$ cat src/rtl/ram_drain_pkg.sv
// ram_drain_pkg
//   Shared types and helpers for the RAM drain stage.
//   - state_t : drain FSM state (IDLE, RUN, DONE), 2 bits
//   - SUM_W   : width of the optional running sum (RAM_DRAIN_SUM_EN)
package ram_drain_pkg;

    typedef enum logic [1:0] {
        IDLE = 2'd0,
        RUN  = 2'd1,
        DONE = 2'd2
    } state_t;

    // DEPTH = 2**addr_w beats of at most 2**data_w-1 each, so data_w+addr_w
    // bits hold the full sum without overflow.
    function automatic int SUM_W(input int data_w, input int addr_w);
        return data_w + addr_w;
    endfunction

endpackage

$ cat src/rtl/ram_drain_if.sv
// ram_drain_if
//   Output stream from the drain stage toward the host DMA.
//   Signals:
//     m_data  - beat payload (DATA_W)
//     m_valid - beat present
//     m_ready - consumer can take the beat
//     m_last  - beat is the final word of the RAM
//   Modports: master (drain stage), slave (DMA side).
//
// Handshake: a beat transfers on a rising clock edge where m_valid and
// m_ready are both high. Once m_valid rises it stays high, and m_data/m_last
// stay constant, until that transfer happens; m_valid never depends on
// m_ready, while m_ready may depend on m_valid.
interface ram_drain_if #(
    parameter int DATA_W = 32
) ();
    logic [DATA_W-1:0] m_data;
    logic              m_valid;
    logic              m_ready;
    logic              m_last;

    modport master (
        output m_data,
        output m_valid,
        output m_last,
        input  m_ready
    );

    modport slave (
        input  m_data,
        input  m_valid,
        input  m_last,
        output m_ready
    );
endinterface

$ cat src/rtl/ram_drain_skid.sv
// ram_drain_skid
//   Two-entry FIFO that holds RAM read data until the stream accepts it.
//   Ports:
//     clock, reset_n - clock, asynchronous active-low reset
//     push, push_data - write one entry
//     pop             - retire the head entry
//     head            - current head entry (valid when !empty)
//     full, empty     - occupancy flags
//     count           - occupancy 0..2
//   Push while full is only honoured when a pop happens on the same edge.
//   Pop while empty is ignored.
module ram_drain_skid #(
    parameter int W = 32
) (
    input  logic         clock,
    input  logic         reset_n,
    input  logic         push,
    input  logic [W-1:0] push_data,
    input  logic         pop,
    output logic [W-1:0] head,
    output logic         full,
    output logic         empty,
    output logic [1:0]   count
);

    logic [W-1:0] mem_q [2];
    logic [W-1:0] mem_d [2];
    logic         wr_ptr_q, wr_ptr_d;
    logic         rd_ptr_q, rd_ptr_d;
    logic [1:0]   count_q, count_d;
    logic         do_push;
    logic         do_pop;

    assign full  = (count_q == 2'd2);
    assign empty = (count_q == 2'd0);
    assign count = count_q;
    assign head  = mem_q[rd_ptr_q];

    always_comb begin
        do_pop   = pop & ~empty;
        do_push  = push & (~full | do_pop);
        mem_d    = mem_q;
        wr_ptr_d = wr_ptr_q;
        rd_ptr_d = rd_ptr_q;
        count_d  = count_q;

        if (do_push) begin
            mem_d[wr_ptr_q] = push_data;
            wr_ptr_d        = ~wr_ptr_q;
        end
        if (do_pop) begin
            rd_ptr_d = ~rd_ptr_q;
        end

        // Simultaneous push and pop leaves occupancy unchanged.
        case ({do_push, do_pop})
            2'b10:   count_d = count_q + 2'd1;
            2'b01:   count_d = count_q - 2'd1;
            default: count_d = count_q;
        endcase
    end

    always_ff @(posedge clock or negedge reset_n) begin
        if (!reset_n) begin
            mem_q[0] <= '0;
            mem_q[1] <= '0;
            wr_ptr_q <= 1'b0;
            rd_ptr_q <= 1'b0;
            count_q  <= 2'd0;
        end else begin
            mem_q[0] <= mem_d[0];
            mem_q[1] <= mem_d[1];
            wr_ptr_q <= wr_ptr_d;
            rd_ptr_q <= rd_ptr_d;
            count_q  <= count_d;
        end
    end

endmodule

$ cat src/rtl/ram_drain.sv
// ram_drain
//   Reads the add engine's DEPTH-word result RAM in address order once the
//   engine is finished, and streams each word out with full backpressure.
//   Ports:
//     clock, reset_n - clock, asynchronous active-low reset
//     start          - begin a drain; honoured only in IDLE or DONE
//     finish         - high while in DONE (all DEPTH beats accepted)
//     rd_en, rd_addr - synchronous RAM read request
//     rd_data        - RAM data, valid the cycle after rd_en
//     m              - output stream (ram_drain_if master)
//     sum            - running sum of accepted beats (RAM_DRAIN_SUM_EN only)
//     dbg_state      - current FSM state
//   Optional feature macro: RAM_DRAIN_SUM_EN (running sum accumulator).
module ram_drain
    import ram_drain_pkg::*;
#(
    parameter int DATA_W = 32,
    parameter int ADDR_W = 6
) (
    input  logic                               clock,
    input  logic                               reset_n,
    input  logic                               start,
    output logic                               finish,
    output logic                               rd_en,
    output logic [ADDR_W-1:0]                  rd_addr,
    input  logic [DATA_W-1:0]                  rd_data,
    ram_drain_if.master                        m,
`ifdef RAM_DRAIN_SUM_EN
    output logic [SUM_W(DATA_W, ADDR_W)-1:0]   sum,
`endif
    output state_t                             dbg_state
);

    localparam int DEPTH = 2 ** ADDR_W;
    localparam int CNT_W = ADDR_W + 1;

    localparam logic [CNT_W-1:0]  DEPTH_CNT = CNT_W'(DEPTH);
    localparam logic [CNT_W-1:0]  LAST_BEAT = CNT_W'(DEPTH - 1);
    localparam logic [ADDR_W-1:0] LAST_ADDR = ADDR_W'(DEPTH - 1);

    state_t            state_q, state_d;
    logic [CNT_W-1:0]  issued_q, issued_d;
    logic [ADDR_W-1:0] addr_q, addr_d;
    logic [CNT_W-1:0]  beat_q, beat_d;
    logic              inflight_q, inflight_d;

    logic              issue;
    logic              start_run;
    logic              handshake;
    logic              last_beat;
    logic [2:0]        occ_after_pop;

    logic [DATA_W-1:0] skid_head;
    logic              skid_full;
    logic              skid_empty;
    logic [1:0]        skid_count;

    // Read data lands in the skid buffer one cycle after its rd_en.
    ram_drain_skid #(
        .W (DATA_W)
    ) u_skid (
        .clock     (clock),
        .reset_n   (reset_n),
        .push      (inflight_q),
        .push_data (rd_data),
        .pop       (handshake),
        .head      (skid_head),
        .full      (skid_full),
        .empty     (skid_empty),
        .count     (skid_count)
    );

    // Beats leave in address order, so the head is always beat number beat_q.
    assign last_beat = ~skid_empty & (beat_q == LAST_BEAT);
    assign handshake = ~skid_empty & m.m_ready;

    assign m.m_valid = ~skid_empty;
    assign m.m_data  = skid_head;
    assign m.m_last  = last_beat;

    assign rd_en     = issue;
    assign rd_addr   = addr_q;
    assign finish    = (state_q == DONE);
    assign dbg_state = state_q;

    always_comb begin
        state_d       = state_q;
        issued_d      = issued_q;
        addr_d        = addr_q;
        beat_d        = beat_q;
        issue         = 1'b0;
        start_run     = 1'b0;
        // Entries held after this edge's pop plus the read still in flight;
        // counting the pop keeps one beat per cycle under m_ready=1.
        occ_after_pop = 3'(skid_count) + 3'(inflight_q) - 3'(handshake);

        case (state_q)
            IDLE: begin
                if (start) begin
                    state_d   = RUN;
                    start_run = 1'b1;
                end
            end

            RUN: begin
                issue = (issued_q < DEPTH_CNT) & ~skid_full & (occ_after_pop < 3'd2);
                if (issue) begin
                    issued_d = issued_q + 1'b1;
                    // Address parks on the final word rather than wrapping.
                    if (addr_q != LAST_ADDR) begin
                        addr_d = addr_q + 1'b1;
                    end
                end
                if (handshake) begin
                    beat_d = beat_q + 1'b1;
                    if (last_beat) begin
                        state_d = DONE;
                    end
                end
            end

            DONE: begin
                if (start) begin
                    state_d   = RUN;
                    start_run = 1'b1;
                end
            end

            default: begin
                state_d = IDLE;
            end
        endcase

        if (start_run) begin
            issued_d = '0;
            addr_d   = '0;
            beat_d   = '0;
        end

        inflight_d = issue;
    end

    always_ff @(posedge clock or negedge reset_n) begin
        if (!reset_n) begin
            state_q    <= IDLE;
            issued_q   <= '0;
            addr_q     <= '0;
            beat_q     <= '0;
            inflight_q <= 1'b0;
        end else begin
            state_q    <= state_d;
            issued_q   <= issued_d;
            addr_q     <= addr_d;
            beat_q     <= beat_d;
            inflight_q <= inflight_d;
        end
    end

`ifdef RAM_DRAIN_SUM_EN
    localparam int SUM_WIDTH = SUM_W(DATA_W, ADDR_W);

    logic [SUM_WIDTH-1:0] sum_q, sum_d;

    always_comb begin
        sum_d = sum_q;
        if (start_run) begin
            sum_d = '0;
        end else if (handshake) begin
            sum_d = sum_q + SUM_WIDTH'(skid_head);
        end
    end

    always_ff @(posedge clock or negedge reset_n) begin
        if (!reset_n) begin
            sum_q <= '0;
        end else begin
            sum_q <= sum_d;
        end
    end

    assign sum = sum_q;
`endif

endmodule

$ cat src/flat_wrapper.sv
// flat-port wrapper written by rule: the top's interface ports become plain ports
module ram_drain_flat import ram_drain_pkg::*;
#(
    parameter int DATA_W = 32,
    parameter int ADDR_W = 6
)
  (clock, reset_n, start, finish, rd_en, rd_addr, rd_data, dbg_state, m_m_data, m_m_valid, m_m_last, m_m_ready);
  ram_drain_if #(.DATA_W(DATA_W)) m_i ();
  input  logic clock;
  input  logic reset_n;
  input  logic start;
  output logic finish;
  output logic rd_en;
  output logic [ADDR_W-1:0] rd_addr;
  input  logic [DATA_W-1:0] rd_data;
  output state_t dbg_state;
  output wire logic [$bits(m_i.m_data)-1:0] m_m_data;
  output wire logic [$bits(m_i.m_valid)-1:0] m_m_valid;
  output wire logic [$bits(m_i.m_last)-1:0] m_m_last;
  input wire logic [$bits(m_i.m_ready)-1:0] m_m_ready;
  assign m_m_data = m_i.m_data;
  assign m_m_valid = m_i.m_valid;
  assign m_m_last = m_i.m_last;
  assign m_i.m_ready = m_m_ready;
  ram_drain #(.DATA_W(DATA_W), .ADDR_W(ADDR_W)) u_core (.clock(clock), .reset_n(reset_n), .start(start), .finish(finish), .rd_en(rd_en), .rd_addr(rd_addr), .rd_data(rd_data), .m(m_i), .dbg_state(dbg_state));
endmodule
$ cat config.mk
export PLATFORM = sky130hd
export DESIGN_NAME = ram_drain_flat
export DESIGN_NICKNAME = d
export VERILOG_FILES = /design/src/rtl/ram_drain_pkg.sv /design/src/rtl/ram_drain_if.sv /design/src/rtl/ram_drain_skid.sv /design/src/rtl/ram_drain.sv /design/src/flat_wrapper.sv
export SDC_FILE = /design/constraint.sdc
export NUM_CORES = 1
export LEC_CHECK = 0
export BUFFER_PORTS_ARGS = -buffer_cell sky130_fd_sc_hd__buf_2
export CORE_ASPECT_RATIO = 0.7
export CORE_MARGIN = 2
export CORE_UTILIZATION = 59
export CTS_CLUSTER_SIZE = 8
export DETAILED_ROUTE_END_ITERATION = 6
export GPL_TIMING_DRIVEN = 1
export PLACE_DENSITY = 0.84
export SYNTH_ARGS = -nofsm -noshare
export SYNTH_HDL_FRONTEND = slang
export SYNTH_SLANG_ARGS = --single-unit
$ cat constraint.sdc
create_clock -name clock -period 4.4 [get_ports clock]
set_input_delay 0.88 -clock clock [delete_from_list [all_inputs] [get_ports clock]]
set_output_delay 0.88 -clock clock [all_outputs]
set_load 0.02 [all_outputs]
* Word-level counts from Yosys, hierarchy flattened
Index checks and enable logic that the tools add are counted.
Cells by class: add/subtract/negate cells 7, magnitude comparators 5, equality and inequality tests 10, muxes and demuxes 24, bitwise gates (word level) 13, reduce and logical (&&, ||, !) cells 13
Operators by type and width (count):
- $mux 32 | 4
- $bwmux 64 | 1
- $mux 7 | 6
- $demux 32 s1 | 1
- $mux 6 | 4
- $add 7x1->7 const B | 2
- $reduce_bool 2->1 | 5
- $pmux 2 s2 | 2
- $eq 7x6->1 const B | 1
- $lt 7x7->1 const B | 1
- $add 6x1->6 const B | 1
- $and 1x1->1 | 6
- $eq 2x2->1 const B | 3
- $mux 2 | 3
- $ne 6x6->1 const B | 1
- $reduce_and 3->1 | 2
- $eq 2x1->1 const B | 2
- $ge 2x2->1 const B | 2
- $logic_not 2->1 | 2
- $ne 2x1->1 const B | 2
- $not 1->1 | 4
- $not 1->2 | 2
- $reduce_and 2->1 | 2
- $add 2x1->3 | 1
- 10 further kinds | 12
Storage, ports and cells: bits in registers 91, input port bits 36, logic and storage cells 82

* Logic depth before layout (Yosys ltp)
Gate-level depths: netlist of the first run.
depth in word-level cells 9, gate-level depth with buffers 11, gate-level depth less buffers 10

* Hierarchy
A second synthesis of the first run with hierarchy kept.
Unflattened totals: cell total of the unflattened synthesis 313, area total of the unflattened synthesis 4235.3 um2
By module, submodules not included:
- ram_drain_skid | instances 1, cells an instance 189, area each 3037.9 um2, seq. area each 1701.6 um2
- ram_drain | instances 1, cells an instance 124, area each 1197.4 um2, seq. area each 575.6 um2

* Worst setup path before layout of the first run
OpenSTA, ideal clock, no wires.
path type input to output, start input m_m_ready, end output rd_en, arrival 2.556 ns, data required time 3.520 ns, slack 0.964 ns, stages on the path 8, path buffers 0, path through o21ai_2 -> inv_1 -> ha_1 -> nand2b_1 -> fa_1 -> and4bb_2 -> o21ai_1 -> inv_1
On the way: word-level cells in the longest chain between the ends 5
Ends and longest elaborated chain:
- start: declaration | line flat_wrapper.sv:20 | input wire logic [$bits(m_i.m_ready)-1:0] m_m_ready;
- $and 1x1->1 | line ram_drain.sv:75 | assign handshake = ~skid_empty & m.m_ready;
- $sub 3x1->3 | line ram_drain.sv:95 | occ_after_pop = 3'(skid_count) + 3'(inflight_q) - 3'(handshake);
- $lt 3x2->1 | line ram_drain.sv:106 | issue = (issued_q < DEPTH_CNT) & ~skid_full & (occ_after_pop < 3'd2);
- $and 1x1->1 | line ram_drain.sv:106
- $mux 1 | line ram_drain.sv:97 | case (state_q)
- end: declaration | line flat_wrapper.sv:13 | output logic rd_en;
No other way between the ends.

* Final worst setup path of the first run
start register u_core.u_skid.count_q[0], in the netlist u_core.u_skid.count[0], end output rd_en
On the way: word-level cells in the longest chain between the ends 7, elaborated cells on any way between the ends 11
Ends and longest elaborated chain:
- start: declaration | line ram_drain_skid.sv:30 | logic [1:0] count_q, count_d;
- start signal: assignment | line ram_drain_skid.sv:75 | count_q <= count_d;
- parallel branches: the longest is 5 deep, another holds $add 2x1->3
- $and 1x1->1 (*) | line ram_drain.sv:106
- $mux 1 (*) | line ram_drain.sv:97
Every way passes the cells marked *.

==> results of run 1 <==
cell type report:
type / count / area, um2
Clock buffer: 9 / 124
Inverter: 10 / 37.5
Fill cell: 494 / 1940
Sequential cell: 91 / 2280
Timing Repair Buffer: 83 / 428
Tap cell: 94 / 118
Multi-Input combinational cell: 198 / 1800
Clock inverter: 7 / 68.8
power by group:
group          total [mW]  switching, mW  internal (mW)
Sequential           1.45          0.248           1.20
Clock               0.546          0.286          0.260
Combinational        1.59          0.843          0.750
metrics by stage:
stage          hold WS, ns  setup WS [ns]  util, %
6_report             0.487          0.524     71.5
3_5_place_dp         0.471          0.585     68.6
5_1_grt              0.508          0.323     71.5
4_1_cts              0.491          0.488     71.5
2_1_floorplan        0.454          0.964        -
3_3_place_gp         0.463          0.640     68.6
placed cells by master (no fill, tap or decap), drive strengths merged, types with 2 or more instances in the layout:
cell and count:
a21oi 4, and3 2, buf 83, clkbuf 9
clkinv 4, clkinvlp 2, dfrtp 91, ha 5
inv 10, mux2 97, mux2i 2, nand2 10
nand2b 4, nand3 12, nor2 9, nor3 6
nor3b 2, o2111ai 2, o211ai 3, o21ai 9
o31ai 4, or2 2, or4 3, xnor2 8
state kept, by name, summed over array words and instances, names as in the netlist:
| name | flops |
|---|---|
| u_core.beat_q | 7 |
| u_core.u_skid.rd_ptr_q | 1 |
| u_core.issued_q | 7 |
| u_core.u_skid.wr_ptr_q | 1 |
| u_core.u_skid.mem_q | 64 |
| u_core.rd_addr | 6 |
| u_core.u_skid.count | 2 |
| u_core.inflight_q | 1 |
| u_core.dbg_state | 2 |
how the worst min path moves through the flow:
| stage | to |
|---|---|
| final | u_core.u_skid.mem_q[41] |
| after global routing | u_core.u_skid.mem_q[59] |
| after CTS | u_core.u_skid.mem_q[59] |
| after detailed placement | u_core.u_skid.mem_q[59] |
| after global placement | u_core.u_skid.mem_q[33] |
| after floorplan | u_core.u_skid.mem_q[32] |
routing by layer:
metal / vias to the layer above / global-route usage (%) / routed length (um)
li1: 1278 / - / -
met1: 1361 / 29.2 / 3650
met2: 78 / 37.0 / 3830
met3: 8 / 6.75 / 472
met4: 0 / 5.56 / 78
met5: - / 0 / 0
cells by family after synthesis:
| group | Yosys count |
|---|---|
| compound gates | 27 |
| xor+xnor | 9 |
| fa+ha+maj | 6 |
| buf+inv | 25 |
| flops | 91 |
| mux | 99 |
| simple gates | 57 |
==> results.cfg, run 1 <==
[power]
power.density_mw_per_mm2 = 740
p_leak_nw = 2.24
post-layout-total-power_mw = 3.59
ir_drop_uv = 421

[yosys]
synth_compound_area_share_pct = 4.83
syn_inst = 314
synth_most_common_cell = dfrtp_1
ys_seq_area_share_pct = 54.6
synth_edf_count = 0
synthMuxAreaShare_pct = 26.7
synth_flop_cell = dfrtp_1
synth_top_family_by_area = multiplexers
ys_seq_elements = 91
yosys.area_share.simple_pct = 7.32
synth_top_area_share_pct = 54.6
synth-xor-area-share_pct = 1.89
synth_fa_ha_area_share_pct = 1.98
netlist_area_mm2 = 0.00417
synth_area_leaders = dfrtp_1 55%, mux2_2 17%, mux2_1 8.9%
netlist.top_cell.by_area = dfrtp_1
synthArstFlopShare_pct = 100
synth_cell_type_count = 44
yosys-top-cells-count = 91 x dfrtp_1, 64 x mux2_2, 33 x mux2_1
ys_warn_count = 0
synth.avg_cell_area_um2 = 13.3
syn_nets = 356

[placed_design]
post_dp_cell_area_mm2 = 0.00466
dp.cells = 476
portBuffers = 79
dp_hpwl_mm = 5.42
gp_congestion = 0.837

[hold_path]
hold_class = reg2reg
holdCritStartpoint = u_core.u_skid.mem_q[41]
whs_path_depth = 1

[floorplanning]
start_util_pct = 61.5
io_pins = 80
row_count = 25
die_h_um = 74.4
fp.dieW_um = 105
fp.coreArea_mm2 = 0.00679
die_area_mm2 = 0.00777

[clocking]
cts_tree = done
clk_latency_ns = 0.35
cts_root_buf = clkbuf_8
hold_buffers = 0
clock-sinks = 91
clk_pin_slew_ns = 0.09
cts.repair.resized = 0
post_cts_buffers = 0
cts_buffer_depth = 2
numCtsBuffers = 9
h-tree-depth = 3

[setup_path]
critPathMaxFanout = 8
worst_path_max_delay_cell = dfrtp_1
path_depth = 9
worst-path-buf-inv = 3
reg2regPathDepth = 10
worstSetupStartpointType = flop
crit_top_cell = inv_1
worstReg2RegStart = u_core.u_skid.count[0]
crit_path_start = u_core.u_skid.count[0]
critPathMaxStageDelay_ns = 0.52
reg2reg_setup_slack_ns = 1.22
crit_family = adder cells
cp.arrival_ns = 3.00
crit_chain = o21ai_2 > inv_1 > ha_1 > nand2b_1 > fa_1 > and4bb_2 > o21ai_1 > inv_1 > buf_2
required_ns = 3.52
crit_end = rd_en
critPathKind = reg2out
critPathCaptureType = primary output
r2r_end = u_core.issued_q[5]

[finish]
area_growth_pct = 16.3
finalNetCount = 435
drive_gt1_share_pct = 42.7
finalNonFillerCells = 492
final_area_mm2 = 0.00485
diodes = 0

[grt]
grt_pass1_vias = 2873
antenna_found_initial = 0
grt_max_degree = 70
gr-total-overflow = 0
grt_pass1_wl_mm = 13.5
track_usage_pct = 22.2

[sta]
finalSetupTns_ns = 0
fmax_mhz = 258
period_share_pct = 88.1
min_period_ns = 3.88
worst_pin_slew_ns = 1.01
grt_setup_unrepaired = false
maxSlewViolCount = 0
relSlewSlack_pct = 32.6
fin_skew_ns = 0.00714
setup_viol = 0
hold_viol_final = 0

[drt]
num_vias = 2725
dr.pass1.iters = 4
finalWirelength_mm = 8.03
drc = 0
ant_nets = 0
via_per_inst = 5.54
wl_per_cell_um = 16.3
first_iter_violations = 121

[job]
maxCapViolCount = 0

[run_status]
status = completed
Power figures use the tool's default switching activity.
==> inputs of run 2 (changes only) <==
Settings changed: CORE_ASPECT_RATIO 0.7 to 0.5, CORE_UTILIZATION 59 to 55, PLACE_DENSITY 0.84 to 0.79.
Clock period 4.4 ns to 4.02 ns, I/O delays scaled along.
==> results.cfg, run 2 (same netlist as run 1, synthesis figures left out) <==
[power]
combinationalPowerShare_pct = 42.5
clkPwrFrac_pct = 19.7
seqPwrFrac_pct = 37.8
switching_share_pct = 36.4
ir_drop_uv = 337
p_sw_mw = 1.53
internal_power_mw = 2.67
power.density_mw_per_mm2 = 844
p_leak_nw = 2.31

[sta]
fmax_mhz = 264
grt_setup_unrepaired = false
setup_viol = 0
finalSetupTns_ns = 0
min_period_ns = 3.79
worst_pin_slew_ns = 1.13
maxSlewViolCount = 0
period_share_pct = 94.2
timing.hold.ws_ns = 0.475
fin_skew_ns = 0.00456
relSlewSlack_pct = 24.9
hold_viol_final = 0

[finish]
regMostFlops = u_core.u_skid.mem_q
reg_top3 = u_core.u_skid.mem_q x64, u_core.beat_q x7, u_core.issued_q x7
largest_reg_flops = 64
drive_gt1_share_pct = 42.5
area_growth_pct = 19.5
final_common_cell = dfrtp_1
fillers = 525
finalNetCount = 438
finish.utilization_pct = 67.8
final_cell_mix = 91 x dfrtp_1, 78 x buf_2, 64 x mux2_2
diodes = 0

[setup_path]
crit_top_cell = inv_1
crit_chain = o21ai_4 > inv_1 > ha_1 > nand2b_1 > fa_1 > and4bb_2 > o21ai_1 > inv_1 > buf_2
cp.arrival_ns = 2.98
worst-path-buf-inv = 3
worstSetupStartpointType = flop
critPathKind = reg2out
crit_family = adder cells
critPathMaxStageDelay_ns = 0.54
required_ns = 3.22
critPathCaptureType = primary output
worstReg2RegStart = u_core.u_skid.count[0]
worst_path_max_delay_cell = dfrtp_1
crit_path_start = u_core.u_skid.count[0]
critPathMaxFanout = 8
reg2reg_setup_slack_ns = 0.83

[grt]
grt_pass1_vias = 2949
track_usage_pct = 21.5
gr-total-overflow = 0
grt_max_degree = 92
antenna_found_initial = 0
grt_pass1_wl_mm = 13.6

[drt]
wl_per_cell_um = 16.5
drc = 0
via_per_inst = 5.54
dr.pass1.iters = 4
first_iter_violations = 108
num_vias = 2750
ant_nets = 0
finalWirelength_mm = 8.20

[floorplanning]
row_count = 22
die_area_mm2 = 0.00834
io_pins = 80
start_util_pct = 56.8
fp.coreArea_mm2 = 0.00735
die_h_um = 65.6
fp.dieW_um = 127

[placed_design]
portBuffers = 79
gp_congestion = 0.794
dp_hpwl_mm = 5.47

[job]
maxCapViolCount = 0

[run_status]
status = completed

[hold_path]
hold_class = reg2reg
holdCritStartpoint = u_core.u_skid.rd_ptr_q

[clocking]
h-tree-depth = 3
clk_pin_slew_ns = 0.06
cts_root_buf = clkbuf_16
clk_latency_ns = 0.34
clock-sinks = 91
hold_buffers = 0
cts_buffer_depth = 2
cts_tree = done
numCtsBuffers = 9
-- run 2: cell count changes in the layout (fill, tap and decap cells not counted), sizes merged --
cell,change
clkbuf,+4
buf,+3
clkinv,-3
clkinvlp,-2
-- run 2: path summary, 6_finish.rpt --
kind	to	depth (start not counted)
max in group asynchronous	u_core.u_skid.mem_q[62]	1
min reg2reg	u_core.u_skid.rd_ptr_q	1
min in group asynchronous	u_core.beat_q[0]	1
max reg2reg	u_core.issued_q[5]	10
min	u_core.u_skid.rd_ptr_q	1
max	rd_en	9
-- run 2: layer usage --
layer  wire length (um)  vias up  track usage, %
li1                   -     1292               -
met1               3450     1388            23.5
met2               4330       59            39.4
met3                332       11            7.65
met4                 83        0            7.83
met5                  0        -               0
-- run 2: layout make-up --
| cell class | count | area, um2 | share of cell area [%] |
|---|---|---|---|
| Timing Repair Buffer | 86 | 450 | 9.03 |
| Inverter | 10 | 37.5 | 0.753 |
| Clock inverter | 2 | 35.0 | 0.703 |
| Tap cell | 96 | 120 | 2.41 |
| Sequential cell | 91 | 2280 | 45.7 |
| Clock buffer | 13 | 260 | 5.22 |
| Multi-Input combinational cell | 198 | 1810 | 36.2 |
-- run 2: what timing repair did --
| action | 4_1_cts | 5_1_grt |
|---|---|---|
| buffers inserted | 0 | 4 |
| gates resized for setup | 0 | 1 |
| endpoints found under the setup margin | 0 | 1 |
-- run 2: power groups by stage --
stage	registers (mW)	logic, mW	clock network (mW)
2_1_floorplan	1.51	1.33	0
3_3_place_gp	1.55	1.71	0
3_5_place_dp	1.60	1.78	0
4_1_cts	1.58	1.79	0.854
5_1_grt	1.65	1.93	0.900
6_report	1.59	1.79	0.829
-- run 2: stage by stage --
stage	instances	area (um2)	setup WS, ns	total power [mW]
4_1_cts	492	4950	0.0737	4.23
3_3_place_gp	477	4650	0.400	3.26
6_report	496	4990	0.233	4.21
2_1_floorplan	314	4170	0.736	2.85
3_5_place_dp	477	4650	0.308	3.37
5_1_grt	496	4990	0.0888	4.48
==> inputs of run 3 (changes only) <==
Settings changed: CORE_MARGIN 2 to 1.5, SETUP_SLACK_MARGIN set to 0.4.
==> results.cfg, run 3 (same netlist as run 1, synthesis figures left out) <==
[drt]
maxUsedRoutingLayer = met4
wl_per_cell_um = 16.7
finalWirelength_mm = 8.30
via_per_inst = 5.63
first_iter_violations = 167
ant_nets = 0
drc = 0
met3_length_um = 419
dr_wl_met2_mm = 4.30
num_vias = 2803
m1WireLength_mm = 3.51
dr.pass1.iters = 4

[clocking]
cts_buffer_depth = 2
clk_pin_slew_ns = 0.05
cts_tree = done
clock-sinks = 91
hold_buffers = 0
numCtsBuffers = 9
cts_root_buf = clkbuf_16
clk_latency_ns = 0.34
h-tree-depth = 3

[sta]
period_share_pct = 88.2
setup_viol = 0
worst_pin_slew_ns = 1.11
grt_setup_unrepaired = false
maxSlewViolCount = 0
fmax_mhz = 282
relSlewSlack_pct = 25.9
setup_slack_ns = 0.476
fin_skew_ns = 0.00451
hold_viol_final = 0
finalSetupTns_ns = 0
min_period_ns = 3.54
timing.hold.ws_ns = 0.482

[setup_path]
reg2reg_setup_slack_ns = 1.07
reg2regPathDepth = 10
worstReg2RegStart = u_core.u_skid.count[1]
required_ns = 3.22
critPathMaxFanout = 8
path_depth = 10
critPathCaptureType = primary output
critPathKind = in2out
worst_path_max_delay_cell = fa_1
crit_family = adder cells
crit_top_cell = buf_2
r2r_end = u_core.issued_q[5]
worstSetupStartpointType = primary input
crit_chain = buf_2 > o21ai_4 > inv_1 > ha_1 > nand2b_1 > fa_1 > and4bb_2 > o21ai_2 > inv_2 > buf_2
cp.arrival_ns = 2.74
worst-path-buf-inv = 4
critPathMaxStageDelay_ns = 0.51

[finish]
regMostFlops = u_core.u_skid.mem_q
finish.utilization_pct = 68.1
drive_gt1_share_pct = 43.5
fillers = 540
area_growth_pct = 20.0
finalNonFillerCells = 498
final_cell_mix = 90 x dfrtp_1, 78 x buf_2, 64 x mux2_2
reg_top3 = u_core.u_skid.mem_q x64, u_core.beat_q x7, u_core.issued_q x7
final_common_cell = dfrtp_1
largest_reg_flops = 64
finalNetCount = 440
diodes = 0

[power]
p_leak_nw = 2.32
power.density_mw_per_mm2 = 846
ir_drop_uv = 362

[placed_design]
dp.cells = 477
dp_hpwl_mm = 5.51
portBuffers = 79
gp_congestion = 0.808
post-place-ws_ns = 0.289

[floorplanning]
die_h_um = 64.6
fp.dieW_um = 126
start_util_pct = 56.8
row_count = 22
fp.coreArea_mm2 = 0.00735
io_pins = 80
die_area_mm2 = 0.00815

[grt]
grt_max_degree = 92
track_usage_pct = 22.4
grt_pass1_vias = 2880
antenna_found_initial = 0
grt_pass1_wl_mm = 13.9
gr-total-overflow = 0

[job]
maxCapViolCount = 0

[hold_path]
holdCritStartpoint = u_core.u_skid.mem_q[43]
whs_path_depth = 1
holdPathEnd = u_core.u_skid.mem_q[43]
hold_class = reg2reg

[run_status]
status = completed
-- run 3: worst max path at each step --
stage                           startpoint    end  slack (ns)
finish                           m_m_ready  rd_en        0.48
global route                     m_m_ready  rd_en        0.41
global placement                 m_m_ready  rd_en        0.40
CTS                 u_core.u_skid.count[1]  rd_en        0.40
detailed placement               m_m_ready  rd_en        0.29
floorplan                        m_m_ready  rd_en        0.74
-- run 3: cell type report --
| cell class | instances | area, um2 | share of cell area, % |
|---|---|---|---|
| clock buffer | 13 | 260 | 5.20 |
| multi-input combinational | 198 | 1810 | 36.1 |
| tap | 96 | 120 | 2.40 |
| inverter | 10 | 37.5 | 0.750 |
| sequential | 91 | 2280 | 45.5 |
| timing repair buffer | 88 | 465 | 9.30 |
| clock inverter | 2 | 35.0 | 0.700 |
-- run 3: metrics by stage --
step	total power, mW	cell area [um2]
2_1_floorplan	2.85	4170
3_3_place_gp	3.26	4650
3_5_place_dp	3.37	4650
4_1_cts	4.22	4960
5_1_grt	4.51	5010
6_report	4.24	5010
-- run 3: report_power, final --
group,internal [mW],switching [mW]
Clock,0.511,0.328
Sequential,1.32,0.290
Combinational,0.858,0.926
-- run 3: metal layers --
layer	up-vias	GRT usage, %
met2	67	39.8
met1	1437	26.0
met3	8	8.34
met4	0	6.03
met5	-	0
li1	1291	-
-- run 3: repair_timing --
action / CTS / global route
setup buffers: 0 / 6
setup endpoints to repair: 1 / 1
pin swaps: 1 / 1
gates resized for setup: 3 / 1
-- run 3: worst register-to-register path, stage by stage, from the launching register on --
cell and delay (ns):
dfrtp_1 0.47, o21ai_4 0.21, inv_1 0.08, ha_1 0.29
nand2b_1 0.17, fa_1 0.51, and4bb_2 0.25, o21ai_2 0.07
buf_4 0.18, or4_1 0.51, a21oi_1 0.15
